$ cat config.mk
export PLATFORM = sky130hd
export DESIGN_NAME = shift_arb_4_flat
export DESIGN_NICKNAME = d
export VERILOG_FILES = /design/src/rtl/shift_arb_4_pkg.sv /design/src/rtl/shift_arb_4_if.sv /design/src/rtl/shift_arb_4_rr_arb.sv /design/src/rtl/shift_arb_4.sv /design/src/flat_wrapper.sv
export SDC_FILE = /design/constraint.sdc
export NUM_CORES = 1
export LEC_CHECK = 0
export CAP_MARGIN = 20
export CORE_AREA = 2 2 310 312
export DETAILED_ROUTE_END_ITERATION = 7
export DIE_AREA = 0 0 312 314
export PLACE_DENSITY = 0.31
export REMOVE_ABC_BUFFERS = 1
export SLEW_MARGIN = 20
export SYNTH_ARGS = -nofsm -noshare
export SYNTH_HDL_FRONTEND = slang
export SYNTH_HIERARCHICAL = 1
export SYNTH_SLANG_ARGS = --single-unit
$ cat constraint.sdc
create_clock -name clk -period 5.6 [get_ports clk]
set_input_delay 1.12 -clock clk [delete_from_list [all_inputs] [get_ports clk]]
set_output_delay 1.12 -clock clk [all_outputs]
set_load 0.02 [all_outputs]
$ cat src/rtl/shift_arb_4_pkg.sv
// Shared definitions for the shift arbiter: core count, shifter latency,
// the response tag record and small bit-manipulation helpers.
package shift_arb_4_pkg;

    localparam int NREQ = 4;
    localparam int LAT  = 7;
    localparam int DW   = 64;

    // One entry of the response tag pipeline.
    typedef struct packed {
        logic       valid;
        logic [1:0] id;
    } tag_t;

    // Number of set bits in a 4-bit vector.
    function automatic logic [2:0] popcount4(input logic [3:0] v);
        logic [2:0] c;
        c = 3'd0;
        for (int i = 0; i < 4; i++) begin
            c = c + {2'b00, v[i]};
        end
        return c;
    endfunction

    // Core index to one-hot strobe.
    function automatic logic [3:0] id_to_onehot(input logic [1:0] id);
        return 4'b0001 << id;
    endfunction

endpackage

$ cat src/rtl/shift_arb_4_if.sv
// Request / shifter / response bundle between the cores, the arbiter and
// the external pipelined shifter.
interface shift_arb_4_if;
    import shift_arb_4_pkg::*;

    logic [NREQ-1:0]      req_valid;
    logic [64*NREQ-1:0]   req_a;
    logic [64*NREQ-1:0]   req_b;
    logic [NREQ-1:0]      req_ready;
    logic [63:0]          sh_a;
    logic [63:0]          sh_b;
    logic [63:0]          sh_out;
    logic [NREQ-1:0]      resp_valid;
    logic [63:0]          resp_data;
    logic [2:0]           inflight;

    // Arbiter side.
    modport slave (
        input  req_valid, req_a, req_b, sh_out,
        output req_ready, sh_a, sh_b, resp_valid, resp_data, inflight
    );

    // Core / shifter side.
    modport master (
        output req_valid, req_a, req_b, sh_out,
        input  req_ready, sh_a, sh_b, resp_valid, resp_data, inflight
    );

endinterface

$ cat src/rtl/shift_arb_4_rr_arb.sv
// Combinational round-robin grant over four eligible cores, searching
// from the priority pointer upward with wrap-around.
module rr_arb_4 (
    input  logic [3:0] eligible_i,
    input  logic [1:0] ptr_i,
    output logic [3:0] grant_o,
    output logic [1:0] gnt_id_o,
    output logic       gnt_valid_o
);

    logic [1:0] idx_s;
    logic       found_s;

    // First eligible core at or after the pointer wins.
    always_comb begin
        grant_o  = 4'b0000;
        gnt_id_o = 2'd0;
        found_s  = 1'b0;
        idx_s    = 2'd0;
        for (int k = 0; k < 4; k++) begin
            idx_s = ptr_i + 2'(k);
            if (!found_s && eligible_i[idx_s]) begin
                found_s  = 1'b1;
                gnt_id_o = idx_s;
                grant_o  = 4'b0001 << idx_s;
            end else begin
                found_s  = found_s;
            end
        end
        gnt_valid_o = found_s;
    end

endmodule

$ cat src/rtl/shift_arb_4.sv
// Shares one external pipelined 64-bit right shifter among four cores.
// Each core may have one operation outstanding; results are routed back
// to the issuing core by a tag pipeline matching the shifter latency.
module shift_arb_4 #(
    parameter int NREQ = shift_arb_4_pkg::NREQ,
    parameter int LAT  = shift_arb_4_pkg::LAT
) (
    input  logic          clk,
    input  logic          rst,
    shift_arb_4_if.slave  bus
);
    import shift_arb_4_pkg::*;

    logic [NREQ-1:0] pending_q;
    logic [NREQ-1:0] pending_d;
    logic [NREQ-1:0] eligible_s;
    logic [NREQ-1:0] grant_s;
    logic [NREQ-1:0] resp_valid_s;
    logic [1:0]      ptr_q;
    logic [1:0]      ptr_d;
    logic [1:0]      gnt_id_s;
    logic            gnt_valid_s;
    tag_t            tag_q [LAT];
    tag_t            last_s;

    // A core competes only when it asks and has nothing outstanding; reset masks everything.
    always_comb begin
        if (rst) begin
            eligible_s = 4'b0000;
        end else begin
            eligible_s = bus.req_valid & ~pending_q;
        end
    end

    rr_arb_4 u_rr (
        .eligible_i  (eligible_s),
        .ptr_i       (ptr_q),
        .grant_o     (grant_s),
        .gnt_id_o    (gnt_id_s),
        .gnt_valid_o (gnt_valid_s)
    );

    // Grant is the ready strobe; the granted operands go straight to the shifter.
    always_comb begin
        bus.req_ready = grant_s;
        if (gnt_valid_s) begin
            bus.sh_a = bus.req_a[{gnt_id_s, 6'b000000} +: 64];
            bus.sh_b = bus.req_b[{gnt_id_s, 6'b000000} +: 64];
        end else begin
            bus.sh_a = 64'd0;
            bus.sh_b = 64'd0;
        end
    end

    // The oldest tag stage lines up with the shifter output and selects the owner.
    always_comb begin
        last_s = tag_q[LAT-1];
        if (last_s.valid && !rst) begin
            resp_valid_s  = id_to_onehot(last_s.id);
            bus.resp_data = bus.sh_out;
        end else begin
            resp_valid_s  = 4'b0000;
            bus.resp_data = 64'd0;
        end
        bus.resp_valid = resp_valid_s;
    end

    // Next pending set and pointer; a core's bit drops after its response cycle.
    always_comb begin
        pending_d = (pending_q | grant_s) & ~resp_valid_s;
        if (gnt_valid_s) begin
            ptr_d = gnt_id_s + 2'd1;
        end else begin
            ptr_d = ptr_q;
        end
    end

    // Outstanding count is one per pending core.
    always_comb begin
        if (rst) begin
            bus.inflight = 3'd0;
        end else begin
            bus.inflight = popcount4(pending_q);
        end
    end

    // State update: pointer, pending set and the tag shift register.
    always_ff @(posedge clk) begin
        if (rst) begin
            ptr_q     <= 2'd0;
            pending_q <= 4'b0000;
            for (int k = 0; k < LAT; k++) begin
                tag_q[k] <= tag_t'(3'b000);
            end
        end else begin
            ptr_q     <= ptr_d;
            pending_q <= pending_d;
            tag_q[0]  <= '{valid: gnt_valid_s, id: gnt_id_s};
            for (int k = 1; k < LAT; k++) begin
                tag_q[k] <= tag_q[k-1];
            end
        end
    end

endmodule
$ cat src/flat_wrapper.sv
// flat-port wrapper written by rule: the top's interface ports become plain ports
module shift_arb_4_flat import shift_arb_4_pkg::*;
#(
    parameter int NREQ = shift_arb_4_pkg::NREQ,
    parameter int LAT  = shift_arb_4_pkg::LAT
)
  (clk, rst, bus_req_valid, bus_req_a, bus_req_b, bus_sh_out, bus_req_ready, bus_sh_a, bus_sh_b, bus_resp_valid, bus_resp_data, bus_inflight);
  shift_arb_4_if bus_i ();
  input  logic clk;
  input  logic rst;
  input wire logic [$bits(bus_i.req_valid)-1:0] bus_req_valid;
  input wire logic [$bits(bus_i.req_a)-1:0] bus_req_a;
  input wire logic [$bits(bus_i.req_b)-1:0] bus_req_b;
  input wire logic [$bits(bus_i.sh_out)-1:0] bus_sh_out;
  output wire logic [$bits(bus_i.req_ready)-1:0] bus_req_ready;
  output wire logic [$bits(bus_i.sh_a)-1:0] bus_sh_a;
  output wire logic [$bits(bus_i.sh_b)-1:0] bus_sh_b;
  output wire logic [$bits(bus_i.resp_valid)-1:0] bus_resp_valid;
  output wire logic [$bits(bus_i.resp_data)-1:0] bus_resp_data;
  output wire logic [$bits(bus_i.inflight)-1:0] bus_inflight;
  assign bus_i.req_valid = bus_req_valid;
  assign bus_i.req_a = bus_req_a;
  assign bus_i.req_b = bus_req_b;
  assign bus_i.sh_out = bus_sh_out;
  assign bus_req_ready = bus_i.req_ready;
  assign bus_sh_a = bus_i.sh_a;
  assign bus_sh_b = bus_i.sh_b;
  assign bus_resp_valid = bus_i.resp_valid;
  assign bus_resp_data = bus_i.resp_data;
  assign bus_inflight = bus_i.inflight;
  shift_arb_4 #(.NREQ(NREQ), .LAT(LAT)) u_core (.clk(clk), .rst(rst), .bus(bus_i));
endmodule
Word-level counts from Yosys, hierarchy flattened
Memory sizes are Yosys's and may differ from the RTL's. Cells that the tools add are included. Widths: inputs -> output; s select.

Add/subtract/negate cells: 7. Magnitude comparators: 4. Shift operators: 7. Muxes and demuxes: 36. Bitwise gates (word level): 12. Reductions and logical operators: 8.

Operator list (count): $shiftx 256x9->64 (2); $mux 64 (3); $mux 3 (8); $mux 4 (6); $shl 1x2->4 const A (5); $lt 2x3->1 const B (4); $mux 1 (11); $and 4x4->4 (2); $bmux 1 s2 (4); $mux 2 (4); $not 4->4 (2); $or 1x1->1 (7); $add 3x1->3 (2); $add 2x1->2 const B (2); $add 2x2->2 const B (2); $logic_and 1x1->1 (4); $logic_not 1->1 (4); $or 4x4->4 (1); $add 1x1->2 (1).

Register bits after elaboration: 6. RAM bits: 21. Input port bits: 582. Output and inout port bits: 203. Word-level logic and storage cells: 77. Memories: 1.

Memory list: u_core.tag_q (depth 7, bits a word 3, read ports 7, clocked after Yosys merged registers in 0, write ports 7, line shift_arb_4.sv:23) `tag_t tag_q [LAT];`.

Depth between registers and ports, before layout
Depth in word-level cells: 17. Gate-level depth with buffers: 12. Gate-level depth less buffers: 8.

Modules after synthesis
The synthesis kept the hierarchy.

By module, submodules not included: shift_arb_4 (instances 1, cells an instance 597, area an instance 5255.0 µm², seq. area each 540.5 µm²); rr_arb_4 (instances 1, cells an instance 86, area an instance 645.6 µm², seq. area each 0.0 µm²).

Least setup slack after synthesis
Ideal clock, no wire load.

Path kind: input port to output port. Start: in rst. End: out bus_sh_b[42]. Arrival: 3.752 ns. Data required time: 4.480 ns. Path slack: 0.728 ns. Cell stages on the path: 11. Path buffers: 5. Cells stage by stage: buf_2 -> clkbuf_1 -> nor3b_1 -> buf_2 -> nand3b_1 -> a21oi_1 -> o41ai_1 -> nand2_1 -> buf_2 -> buf_1 -> o22ai_1.

Longest elaborated chain between the ends: 15.

Ends and longest elaborated chain: from (decl) (line flat_wrapper.sv:10) `input logic rst;`; $mux 4 (*) (line shift_arb_4.sv:28) `if (rst) begin`; named net u_core.eligible_s[3] (line shift_arb_4.sv:16) `logic [NREQ-1:0] eligible_s;`; $bmux 1 s2 (line shift_arb_4_rr_arb.sv:22) `if (!found_s && eligible_i[idx_s]) begin`; $mux 1 (implied by the code) (line shift_arb_4_rr_arb.sv:22); $mux 1 (line shift_arb_4_rr_arb.sv:22); $logic_not 1->1 (line shift_arb_4_rr_arb.sv:22); $logic_and 1x1->1 (line shift_arb_4_rr_arb.sv:22); $mux 1 (line shift_arb_4_rr_arb.sv:22); $logic_not 1->1 (line shift_arb_4_rr_arb.sv:22); $logic_and 1x1->1 (line shift_arb_4_rr_arb.sv:22); $mux 1 (line shift_arb_4_rr_arb.sv:22); $logic_not 1->1 (line shift_arb_4_rr_arb.sv:22); $logic_and 1x1->1 (line shift_arb_4_rr_arb.sv:22); $mux 2 (*) (line shift_arb_4_rr_arb.sv:22); named net u_core.gnt_id_s[0] (line shift_arb_4.sv:21) `logic [1:0] gnt_id_s;`; $shiftx 256x9->64 (*) (line shift_arb_4.sv:48) `bus.sh_b = bus.req_b[{gnt_id_s, 6'b000000} +: 64];`; $mux 64 (*) (line shift_arb_4.sv:46) `if (gnt_valid_s) begin`; to (decl) (line flat_wrapper.sv:17) `output wire logic [$bits(bus_i.sh_b)-1:0] bus_sh_b;`.

The timed path passes the listed nets; every way through them passes the cells marked *. The select of a mux whose other input is x is not followed.

Final worst setup path
Start: in rst. End: out bus_sh_b[15].

The elaborated chain is that of the path after synthesis.

==> impl_metrics.yaml <==
outcome:
  status: "finished, final reports clean"
timing:
  maxSlewHeadroom: 0.5432
  period_share: 0.9712
  slew_violations: 0
  grt_setup_unrepaired: "false"
  setup_violations: 0
  period_needed_ns: 5.439
  max_freq_ghz: 0.1839
  final.setup_skew_ns: 0.002546
  tns_ns: 0
  worst_pin_slew_ns: 0.6954
  hold_viol: 0
  setup_ws_ns: 0.1612
global_routing:
  grt_max_degree: 65
  track_usage: 0.1162
  antenna_found_initial: 27
  grt_pass1_vias: 9671
  globalRouteOverflowTotal: 0
  grt_pass1_wl_um: 79940
yosys:
  ys_ff_latch: 27
  synth_cell_type_count: 45
  seq_area_frac_synth: 0.09160
  synthesis.area_um2: 5901
  syn_avg_cell_area_um2: 8.639
  yosys_warnings: 6
  syn_inst: 683
floorplan:
  fp.dieH_um: 314
  ios: 785
  num_rows: 113
  initial_core_util: 0.06248
  dieArea_um2: 97970
  coreArea_um2: 94450
  die_width_um: 312
placed_design:
  port_buffers: 784
  post-dp-hpwl_um: 55450
  pre_cts_slack_ns: -0.1431
  place_congestion: 0.9203
routing:
  vias: 8853
  route.met3.wl_um: 6841
  wl_met1_um: 23530
  viasPerCell: 3.204
  drtIter0Drc: 242
  ant_nets: 0
  top_layer: "met5"
  post_drt_wl_per_cell_um: 22.27
  dr.pass1.iters: 4
  wl_met2_um: 29880
  drt-total-wl_um: 61540
  drc: 0
setup_path:
  r2r_cells: 7
  worstSetupPathType: "in2out"
  endpoint_kind: "output port"
  crit_arrival_ns: 4.32
  cp_data_required_time_ns: 4.48
  crit_path_max_fanout: 14
  critPathLaunchType: "primary input"
clock_network:
  cts.sinks: 27
  clockRootBuffer: "clkbuf_16"
  cts_buffer_depth: 2
  insertion_delay_ns: 0.26
  clk_pin_slew_worst_paths_ns: 0.06
  tritoncts: "done"
  cts_buffers: 3
  htree_levels: 1
power:
  p_sw_uw: 3328
  power_frac_comb: 0.940
  ir_drop_mv: 0.1914
  powerDensity_nw_per_um2: 414.2
  p_int_uw: 3458
  swShare: 0.4904
  seq_power_share: 0.036
  leakage_uw: 0.005902
  clkPwrFrac: 0.023
layout:
  final_nets: 2084
  drive_above_1_share: 0.1305
  fillers: 10630
  final-seq-area_um2: 540.5
  multi_input_area_um2: 4800
  area_delta_synth_final_pct: 177.6
worst_hold_path:
  hold_path_depth: 1
  hold_class: "reg2reg"
job:
  cap_viol_max_count: 0
[cells in the final DEF (no fill, tap or decap), types with 2 or more instances in the layout]
cell type and instances:
a2111oi_2 4, a21oi_1 5, a311oi_1 4, and2_1 64, buf_12 69, buf_4 91
clkbuf_16 5, clkdlybuf4s50_1 714, dfxtp_1 27, diode_2 4, dlymetal6s2s_1 4, ha_1 6
inv_1 5, mux2i_1 254, mux2i_2 3, mux2i_4 4, nand2_1 11, nand2b_1 5
nor2_1 17, nor2b_1 25, nor3_1 4, nor3b_1 8, o21ai_1 2, o22ai_1 128
o22ai_2 4, o2bb2ai_1 4
[layer usage]
layer / GRT usage / up-vias
met5: 0 / -
met4: 0.02480 / 26
met3: 0.05382 / 56
met2: 0.2051 / 512
met1: 0.1268 / 4042
li1: - / 4217
[power by group through the flow]
stage	Combinational, uW	Sequential, uW	Clock (uW)
2_1_floorplan	2670	261	0
3_3_place_gp	6390	251	0
3_5_place_dp	6410	250	0
4_1_cts	6430	245	166
5_1_grt	6770	250	174
6_report	6380	247	159
[per-stage QoR]
stage | hold WS (ns) | std cells | total power [uW] | util | instance area, um^2
after CTS | 0.4397 | 2754 | 6839 | 0.1717 | 16220
after global placement | 0.4166 | 2750 | 6637 | 0.1708 | 16130
after global routing | 0.4496 | 2762 | 7199 | 0.1734 | 16380
final | 0.4337 | 2763 | 6786 | 0.1735 | 16380
after floorplan | 0.4138 | 608 | 2932 | - | 5256
after detailed placement | 0.4231 | 2750 | 6656 | 0.1708 | 16130
[synth_stat cells, drive strengths merged]
master,count,share of area
or2b,1,0.0015
a311oi,4,0.0059
a2111oi,4,0.010
o41ai,1,0.0015
o31ai,1,0.0013
buf,61,0.098
o21a,1,0.0013
nand3b,1,0.0013
o2111ai,1,0.0015
ha,6,0.013
inv,5,0.0032
fa,1,0.0034
nor2,17,0.011
and3b,1,0.0015
nor3b,10,0.013
a211oi,1,0.0013
o2bb2ai,4,0.0059
dfxtp,27,0.092
nand2,12,0.0076
nor3,4,0.0034
mux2,2,0.0045
mux2i,261,0.45
nor4b,1,0.0015
nor2b,26,0.028
xnor2,1,0.0015
a21boi,1,0.0013
a21oi,6,0.0051
and2,64,0.068
nand3,1,0.00085
and4bb,1,0.0021
o22ai,132,0.14
clkbuf,14,0.011
nand2b,6,0.0064
o21ai,4,0.0040
[cell families (layout without fill, tap and decap cells)]
kind of cell    Yosys count  count (layout)  share of synthesized area
compound gates          160             160                     0.1792
xor+xnor                  1               1                   0.001485
fa+ha+maj                 7               7                    0.01612
buf+inv                  80             891                     0.1124
flops                    27              27                    0.09160
mux                     263             263                     0.4542
other cells               0               4                          0
simple gates            145             145                     0.1450
[state kept, by name, indices dropped and copies added, names as in the netlist]
name / flops
u_core/pending_q: 4
u_core/ptr_q: 2
u_core/tag_q: 21
[worst max-delay path, stage by stage]
cell and delay [ns]:
clkdlybuf4s50_1 0.46, buf_4 0.17, nor3b_2 0.06, buf_4 0.14, buf_4 0.13, buf_4 0.16, nor2_1 0.18, a21oi_1 0.10
a21oi_4 0.21, buf_6 0.24, buf_12 0.20, mux2i_1 0.41, o22ai_1 0.14, clkdlybuf4s50_1 0.56
[worst paths after layout]
check	startpoint	slack, ns	end
min	u_core/tag_q[0][3]$_SDFF_PP0_	0.43	u_core/tag_q[0][6]$_SDFF_PP0_
min reg2reg	u_core/tag_q[0][3]$_SDFF_PP0_	0.43	u_core/tag_q[0][6]$_SDFF_PP0_
max reg2reg	u_core/ptr_q[1]$_SDFFE_PP0P_	2.83	u_core/ptr_q[0]$_SDFFE_PP0P_
max	rst	0.16	bus_sh_b[15]
[layout make-up]
cell class,instances,area share
Clock inverter,1,0.0003055
Antenna cell,4,0.0006110
Inverter,5,0.001146
Tap cell,1265,0.09662
Sequential cell,27,0.03299
Clock buffer,3,0.004583
Timing Repair Buffer,882,0.5708
Multi-Input combinational cell,576,0.2930
[what timing repair did]
action | 4_1_cts | 5_1_grt
hold endpoints to repair | 0 | 0
buffers inserted | 0 | 3
resized for setup | 1 | 17
endpoints found under the setup margin | 72 | 74
cloned | 0 | 2
hold buffers | 0 | 0
pin swaps | 0 | 1
(Power assumes the default switching activity.)
